File: src/rtl/alu_core.sv
// alu_core: registered 16-op ALU with flags and a non-restoring division step
module alu_core #(
  parameter int WIDTH = 32
) (
  input  logic             CLK,
  input  logic             RST,
  input  logic [WIDTH-1:0] A,
  input  logic [WIDTH-1:0] B,
  input  logic [WIDTH-1:0] DI,
  input  logic [3:0]       INST,
  input  logic             CI,
  input  logic             FirstCyc,
  output logic [WIDTH-1:0] Z,
  output logic [WIDTH-1:0] DO,
  output logic [3:0]       FLAGS
);
  logic [WIDTH-1:0] w_x, w_y, w_z, w_do;
  logic             w_cin, w_sub, w_ovf_add, w_ovf, w_carry;
  logic [WIDTH:0]   w_sum;
  logic [WIDTH-1:0] r_z, r_do;
  logic [3:0]       r_flags;
  assign w_sub = FirstCyc || (A[WIDTH-1] == B[WIDTH-1]);
  always_comb begin
    w_x   = A;
    w_y   = '0;
    w_cin = 1'b1;
    case (INST)
      4'd1: begin w_y = '1; w_cin = 1'b0; end
      4'd2: begin w_y = B; w_cin = CI; end
      4'd3: begin w_y = ~B; w_cin = ~CI; end
      4'd4, 4'd5: begin w_x = '0; w_y = ~A; end
      4'd6: begin w_x = B; w_y = w_sub ? ~A : A; w_cin = w_sub; end
      4'd7: begin w_x = '0; w_y = ~B; end
      default: ;
    endcase
  end
  assign w_sum     = {1'b0, w_x} + {1'b0, w_y} + {{WIDTH{1'b0}}, w_cin};
  assign w_ovf_add = (w_x[WIDTH-1] == w_y[WIDTH-1]) && (w_sum[WIDTH-1] != w_x[WIDTH-1]);
  always_comb begin
    w_z = w_sum[WIDTH-1:0];
    case (INST)
      4'd4:  w_z = A[WIDTH-1] ? w_sum[WIDTH-1:0] : A;
      4'd6:  w_z = {w_sum[WIDTH-2:0], DI[WIDTH-1]};
      4'd8:  w_z = A & B;
      4'd9:  w_z = A | B;
      4'd10: w_z = A ^ B;
      4'd11: w_z = ~B;
      4'd12: w_z = A;
      4'd13: w_z = ~A;
      4'd14: w_z = '0;
      4'd15: w_z = WIDTH'(1);
      default: ;
    endcase
  end
  // abs only overflows (and only uses the adder) for negative A; it never reports carry
  assign w_ovf   = INST[3] ? 1'b0 : (INST == 4'd4) ? (A[WIDTH-1] && w_ovf_add) : w_ovf_add;
  assign w_carry = !INST[3] && (INST != 4'd4) && w_sum[WIDTH];
  assign w_do    = (INST == 4'd6) ? {DI[WIDTH-2:0], w_sum[WIDTH-1] == A[WIDTH-1]} : DI;
  always_ff @(posedge CLK) begin
    if (RST) begin
      r_z     <= '0;
      r_do    <= '0;
      r_flags <= '0;
    end else begin
      r_z     <= w_z;
      r_do    <= w_do;
      r_flags <= {1'b0, w_z == '0, w_carry, w_ovf};
    end
  end
  assign Z     = r_z;
  assign DO    = r_do;
  assign FLAGS = r_flags;
endmodule

File: config.mk
export PLATFORM = sky130hd
export DESIGN_NAME = alu_core
export DESIGN_NICKNAME = d
export VERILOG_FILES = /design/src/rtl/alu_core.sv
export SDC_FILE = /design/constraint.sdc
export NUM_CORES = 1
export LEC_CHECK = 0
export CORE_ASPECT_RATIO = 0.9
export CORE_MARGIN = 4
export CORE_UTILIZATION = 50
export DETAILED_ROUTE_END_ITERATION = 12
export PLACE_DENSITY = 0.83
export SLEW_MARGIN = 20
export SYNTH_ARGS = -nofsm -noshare
export SYNTH_HDL_FRONTEND = slang
export SYNTH_SLANG_ARGS = --single-unit
export TNS_END_PERCENT = 100
File: constraint.sdc
create_clock -name CLK -period 7.65 [get_ports CLK]
set_input_delay 0.765 -clock CLK [delete_from_list [all_inputs] [get_ports CLK]]
set_output_delay 0.765 -clock CLK [all_outputs]
set_load 0.02 [all_outputs]
==> key figures, run 1 <==
Clock network
  – CTS tree: built
  – Number of post-CTS setup repair buffers: 0
  – Hold-fix buffers, CTS: 0
  – Root buf cell: clkbuf_16
  – Total CTS buffers: 9
  – Clock sinks: 67
  – Clk slew on worst S/H paths: about 50 ps
  – Post-cts sizing count: 0
  – CTS Buffer Depth: 2
  – H-Tree Depth: 3

GRT
  – Initial antenna violation count: 0
  – Vias in the first global route: 8,458
  – Grt ovf: 0
  – Total global-route track usage: 0.3134
  – First-pass GRT wire length: 45,540 um
  – Largest net degree at the start of global routing: 78

STA
  – Slew headroom: 0.2322
  – Endpoints failing setup: 0
  – Tcrit/Tclk final: 0.8198
  – Final count of pins violating max slew: 0
  – TNS Setup: 0 ps
  – Fin. Hold Viols: 0
  – F_max: about 160 MHz
  – RSZ-0062 raised after global routing: false
  – Worst-Margin Slew: 1147 ps
  – Final hold slack: ~1000 ps
  – Final setup margin: 1378 ps
  – Tmin final: around 6300 ps

Placement
  – Post-place setup slack: 1208 ps
  – Placed wire-length estimate: ~23,000 um
  – Post-Place Cell Area: 9891 um2
  – Port bufs: 170
  – Post-Place Cells: 1,487
  – Gp weighted congestion: 1.024

Setup path
  – CP Max Fanout: 24
  – CP Launch Type: primary input
  – Worst endpoint required time: roughly 8000 ps
  – CP arrival: 6530 ps
  – Setup Crit Path Kind: primary input to flop
  – CP endpoint kind: flop
  – CP startpoint: A[31]

Routing
  – Pre-Repair DR Iteration Count: 5
  – Via count: 9,400
  – DRC viols: 0
  – Post-route ant nets: 0
  – Routed WL: 29,900 um
  – Via density: 6.254
  – WL/cell: 19.89 um
  – Initial DRC Count: 1,042

Power and ir drop
  – Switching share of power: 0.4025
  – Switching power: roughly 0.62 mW
  – Int Pwr: 0.9151 mW
  – Comb power frac: 0.512
  – Clock Power Share: 0.231
  – Pwr/cell area: between 150 and 200 nW/um2
  – Reg power frac: 0.256
  – Static Leak: 4.467 nW
  – VDD IR-drop max: 0.1820 mV
  – Final Power: 1.532 mW

Layout
  – Post-route cell area: 10,150 um2
  – Non-Filler Instances: 1,503
  – Filler Cells Inserted: 1,422
  – Antenna Cells: 0
  – Nets: 1,498
  – Final core utilization: 0.6484
  – Layout area overhead: 25.56%
  – Fraction of layout cells with a size suffix above 1: 0.04766

Synth
  – Syn Std Cell Area: 8085 um2
  – Post-Syn Nets: 1,381
  – Syn_area_per_cell: 6.858 um2
  – Post-synth top cells: nand2_1, o21ai_0, a21oi_1
  – Most frequent cell after synthesis: nand2_1
  – Synth Warn #: 0
  – Post-synth ARST share: 0
  – Synth area leaders: dfxtp_1, ha_1, nand2_1, o21ai_0, a21oi_1
  – Cell count after synthesis: 1,179
  – Ys flop type: dfxtp_1
  – Yosys cell types: 81
  – Synth area leader: dfxtp_1
  – Seq/Total Area, Yosys: 0.1659
  – Synthesized flop and latch total: 67
  – EDFF count, synth: 0
  – Synth top area share: 0.1659

Worst hold path
  – Worst min path class: primary input to flop
  – Worst hold path startpoint: DI[19]

Job
  – Max Cap Viol: 0

Die
  – Total core area: 15,660 um2
  – DIE WIDTH: 142.0 um
  – Row cnt: 43
  – Initial Utilization: 0.5164
  – DIE AREA: around 18,000 um2
  – Die Y: 128.6 um
  – Num ports: 172

Outcome
  – Status: finished, final reports clean
[cells in the final DEF (no fill, tap or decap), drive strengths merged, types with 8 or more instances in the layout]
cell type      instances
o2111ai               37
a221oi                20
nand4                 15
o21ai                111
xnor2                 20
o21a                  11
mux2i                 10
xor2                  11
clkdlybuf4s50        169
nor3                  17
ha                    96
buf                   20
nand2                231
nor4                   8
clkbuf                10
dfxtp                 67
nor2                  90
a21o                  18
a211oi                 9
inv                   79
nand2b                 9
nand3                 17
a21oi                101
[final cells by class]
class | instances | area (um2) | share of cell area
clock inverters | 6 | 32.53 | 0.003204
clock buffers | 10 | 229.0 | 0.02255
inverters | 81 | 304.0 | 0.02995
multi-input cells | 948 | 6141 | 0.6049
well taps | 202 | 252.7 | 0.02490
flip-flops and latches | 67 | 1341 | 0.1321
repair buffers | 189 | 1852 | 0.1824
[power groups by stage]
stage,sequential (mW),clock (mW),combinational [mW]
3_3_place_gp,0.399,0,0.759
6_report,0.392,0.354,0.785
4_1_cts,0.393,0.361,0.767
5_1_grt,0.395,0.375,0.846
3_5_place_dp,0.400,0,0.762
2_1_floorplan,0.442,0,0.432
[critical path: stages]
cell,delay (ps)
clkdlybuf4s50_1,720
inv_1,160
ha_1,310
inv_1,70
nor2_1,100
o21ai_0,80
nand3_1,290
buf_4,360
o2111ai_1,160
ha_1,440
nand2_1,170
or2_2,300
o311a_1,150
and2_1,220
nor4_1,330
o211a_1,200
o21ai_0,70
a21oi_1,250
xor2_1,140
ha_1,210
a21oi_1,150
o22ai_1,100
a2111o_1,370
o31ai_1,140
and4_1,270
[per-layer routing]
layer | routed length [um] | part of all wire | global-route usage
met3 | 3880 | 0.13 | 0.08436
met1 | 12630 | 0.42 | 0.4351
met2 | 12580 | 0.42 | 0.4752
met4 | 807 | 0.027 | 0.09594
met5 | 0 | 0 | 0
[flip-flops by register name, summed over array words and instances (netlist names)]
name / count
DO: 32
Z: 32
FLAGS: 3
[cells by family (layout without fill, tap and decap cells)]
kind of cell    after synthesis  after routing  synth area share
compound gates              379            379            0.3100
xor+xnor                     31             31           0.03358
fa+ha+maj                    98             98            0.1535
buf+inv                     164            286           0.07892
flops                        67             67            0.1659
mux                          18             18           0.03327
other cells                   1              1         0.0004638
simple gates                421            421            0.2244
[path summary, 6_finish.rpt]
path	slack, ps	endpoint	depth (start not counted)
worst max-delay path	1380	FLAGS[2]	25
worst min-delay path	1020	DO[20]	3
Power figures use the tool's default switching activity.
==> run 2, diff against run 1 <==
--- a/config.mk
+++ b/config.mk
@@ -7,7 +7,7 @@
 export LEC_CHECK = 0
 export CORE_ASPECT_RATIO = 0.9
 export CORE_MARGIN = 4
-export CORE_UTILIZATION = 50
+export CORE_UTILIZATION = 48
 export DETAILED_ROUTE_END_ITERATION = 12
 export PLACE_DENSITY = 0.83
 export SLEW_MARGIN = 20
==> constraint.sdc (replaced) <==
create_clock -name CLK -period 5.25 [get_ports CLK]
set_input_delay 0.525 -clock CLK [delete_from_list [all_inputs] [get_ports CLK]]
set_output_delay 0.525 -clock CLK [all_outputs]
set_load 0.02 [all_outputs]
==> run 2 against run 1 <==
- combinational power increased by 66%
- via count up 4.6%
- design area rose by 8.8%
- global-route usage grew 0.089 points
- utilization increased by 2.7 points
- clock power grew 99%
- largest power group unchanged
==> key figures, run 2 (same netlist as run 1, synthesis figures left out) <==
Placement
  – Port bufs: 170 (unchanged)
  – Placed wire-length estimate: 24,940 um (+7.9%)
  – Gp weighted congestion: 1.023 (-0.17%)

Die
  – Row cnt: 44 (+2.3%)
  – DIE WIDTH: 144.8 um (+1.9%)
  – DIE AREA: 18,990 um2 (+3.9%)
  – Total core area: 16,350 um2 (+4.4%)
  – Initial Utilization: 0.4945 (-0.02193)
  – Die Y: 131.1 um (+1.9%)
  – Num ports: 172 (unchanged)

GRT
  – Grt ovf: 0 (unchanged)
  – Initial antenna violation count: 0 (unchanged)
  – First-pass GRT wire length: 48,370 um (+6.2%)
  – Vias in the first global route: 9,034 (+6.8%)
  – Total global-route track usage: 0.3142 (+0.0008928)
  – Largest net degree at the start of global routing: 68 (-13%)

Clock network
  – CTS tree: built
  – Clock sinks: 67 (unchanged)
  – CTS Buffer Depth: 2 (unchanged)
  – Clk slew on worst S/H paths: 50 ps (about the same)
  – Total CTS buffers: 9 (unchanged)
  – Root buf cell: clkbuf_16
  – H-Tree Depth: 3 (unchanged)

Setup path
  – CP arrival: 5270 ps (-1260 ps)
  – CP Launch Type: primary input
  – Worst endpoint required time: 5520 ps (-2390 ps)
  – CP endpoint kind: flop
  – Setup Crit Path Kind: primary input to flop
  – CP Max Fanout: 3 (-88%)
  – CP startpoint: A[31]

Power and ir drop
  – Pwr/cell area: 233.1 nW/um2 (+54%)
  – Reg power frac: 0.222 (-0.034)
  – Comb power frac: 0.505 (-0.007)
  – VDD IR-drop max: 0.1466 mV (-19%)
  – Clock Power Share: 0.273 (+0.042)
  – Switching power: 0.9390 mW (+52%)
  – Switching share of power: 0.3646 (-0.03791)
  – Static Leak: 5.006 nW (+12%)
  – Int Pwr: 1.636 mW (+79%)

Worst hold path
  – Worst hold path startpoint: DI[15]
  – Worst min path class: primary input to flop

Routing
  – WL/cell: 19.55 um (-1.7%)
  – Initial DRC Count: 969 (-7.0%)
  – DRC viols: 0 (unchanged)
  – Post-route ant nets: 0 (unchanged)
  – Via density: 6.133 (-1.9%)
  – Pre-Repair DR Iteration Count: 6 (+1)
  – Routed WL: 31,340 um (+4.8%)
  – Via count: 9,832 (+4.6%)

Layout
  – Filler Cells Inserted: 1,428 (+0.42%)
  – Final core utilization: 0.6758 (+0.02733)
  – Antenna Cells: 0 (unchanged)
  – Register Area: 1341 um2 (unchanged)
  – Most common cell after layout, fill and taps aside: nand2_1
  – Layout area overhead: 36.66%
  – Area of the multi-input gates: 6218 um2 (+1.3%)
  – Fraction of layout cells with a size suffix above 1: 0.1211 (+0.07340)
  – Commonest cells after routing, fill and taps aside: nand2_1, clkdlybuf4s50_1, buf_4
  – Nets: 1,593 (+6.3%)

Outcome
  – Status: finished, final reports clean

STA
  – Worst-Margin Slew: 851.7 ps (-295.8 ps)
  – Fin. Hold Viols: 0 (unchanged)
  – Final count of pins violating max slew: 0 (unchanged)
  – Tmin final: 5008 ps
  – Final hold slack: 782.4 ps (-241.7 ps)
  – Slew headroom: 0.4308 (+0.1986)
  – RSZ-0062 raised after global routing: false
  – F_max: 199.7 MHz
  – Tcrit/Tclk final: 0.9538
  – Endpoints failing setup: 0 (unchanged)

Job
  – Max Cap Viol: 0 (unchanged)
run 2: cell count changes in the layout (fill, tap and decap cells not counted), sizes merged:
cell	delta
buf	+95
bufinv	+3
clkbuf	+2
clkinv	-4
clkinvlp	-1
run 2: per-layer routing:
metal / global-route usage / routed length (um)
met2: 0.4795 / 13490
met4: 0.08756 / 711
met1: 0.4537 / 13190
met3: 0.05523 / 3953
met5: 0 / 0
run 2: power by group through the flow:
| stage | Combinational, mW | Clock (mW) | Sequential, mW |
|---|---|---|---|
| floorplan | 0.630 | 0 | 0.644 |
| global placement | 1.24 | 0 | 0.581 |
| detailed placement | 1.25 | 0 | 0.583 |
| CTS | 1.26 | 0.710 | 0.572 |
| global route | 1.40 | 0.732 | 0.576 |
| finish | 1.30 | 0.704 | 0.572 |
run 2: cell type report:
type / instances / area share
multi-input combinational: 948 / 0.5628
timing repair buffer: 284 / 0.2321
sequential: 67 / 0.1214
inverter: 81 / 0.02752
clock buffer: 12 / 0.02412
tap: 207 / 0.02344
clock inverter: 4 / 0.008606
run 2: per-stage QoR:
step	instances	power [mW]	TNS, ps	worst slack [ps]	area, um2
after floorplan	1179	1.275	0	43.19	8093
after global placement	1587	1.818	-59.89	-59.89	10620
after detailed placement	1587	1.831	-219.4	-146.4	10620
after CTS	1603	2.540	0	134.2	10980
after global routing	1603	2.704	0	9.669	11050
final	1603	2.575	0	242.3	11050
run 2: worst paths after layout:
| kind | cells after the start | to | slack, ps |
|---|---|---|---|
| worst max-delay path | 22 | FLAGS[2] | 240 |
| worst min-delay path | 3 | DO[16] | 780 |
run 2: what timing repair did:
action                     4_1_cts  5_1_grt
buffers inserted                 0        0
hold buffers                     0        0
resized for setup                0       14
setup endpoints to repair        0        2
run 2: worst max-delay path, cell delays in order:
cell	delay [ps]
clkdlybuf4s50_1	480
inv_1	60
ha_1	290
inv_1	90
nor2_1	100
o21ai_0	80
nand3_1	140
o2111ai_1	150
fa_1	490
fa_1	510
a21o_1	220
a21oi_1	170
xnor2_1	110
a221oi_2	330
buf_4	170
o211ai_1	80
a2111oi_1	320
and4_1	240
nand4_1	120
nor4_1	230
and3b_1	190
and4_1	170
==> run 3, diff against run 2 <==
--- a/config.mk
+++ b/config.mk
@@ -8,6 +8,7 @@
 export CORE_ASPECT_RATIO = 0.9
 export CORE_MARGIN = 4
 export CORE_UTILIZATION = 48
+export CTS_CLUSTER_SIZE = 10
 export DETAILED_ROUTE_END_ITERATION = 12
 export PLACE_DENSITY = 0.83
 export SLEW_MARGIN = 20
==> results of run 3 <==
Same layout as run 2: the final DEF is identical, and so are final timing and power.
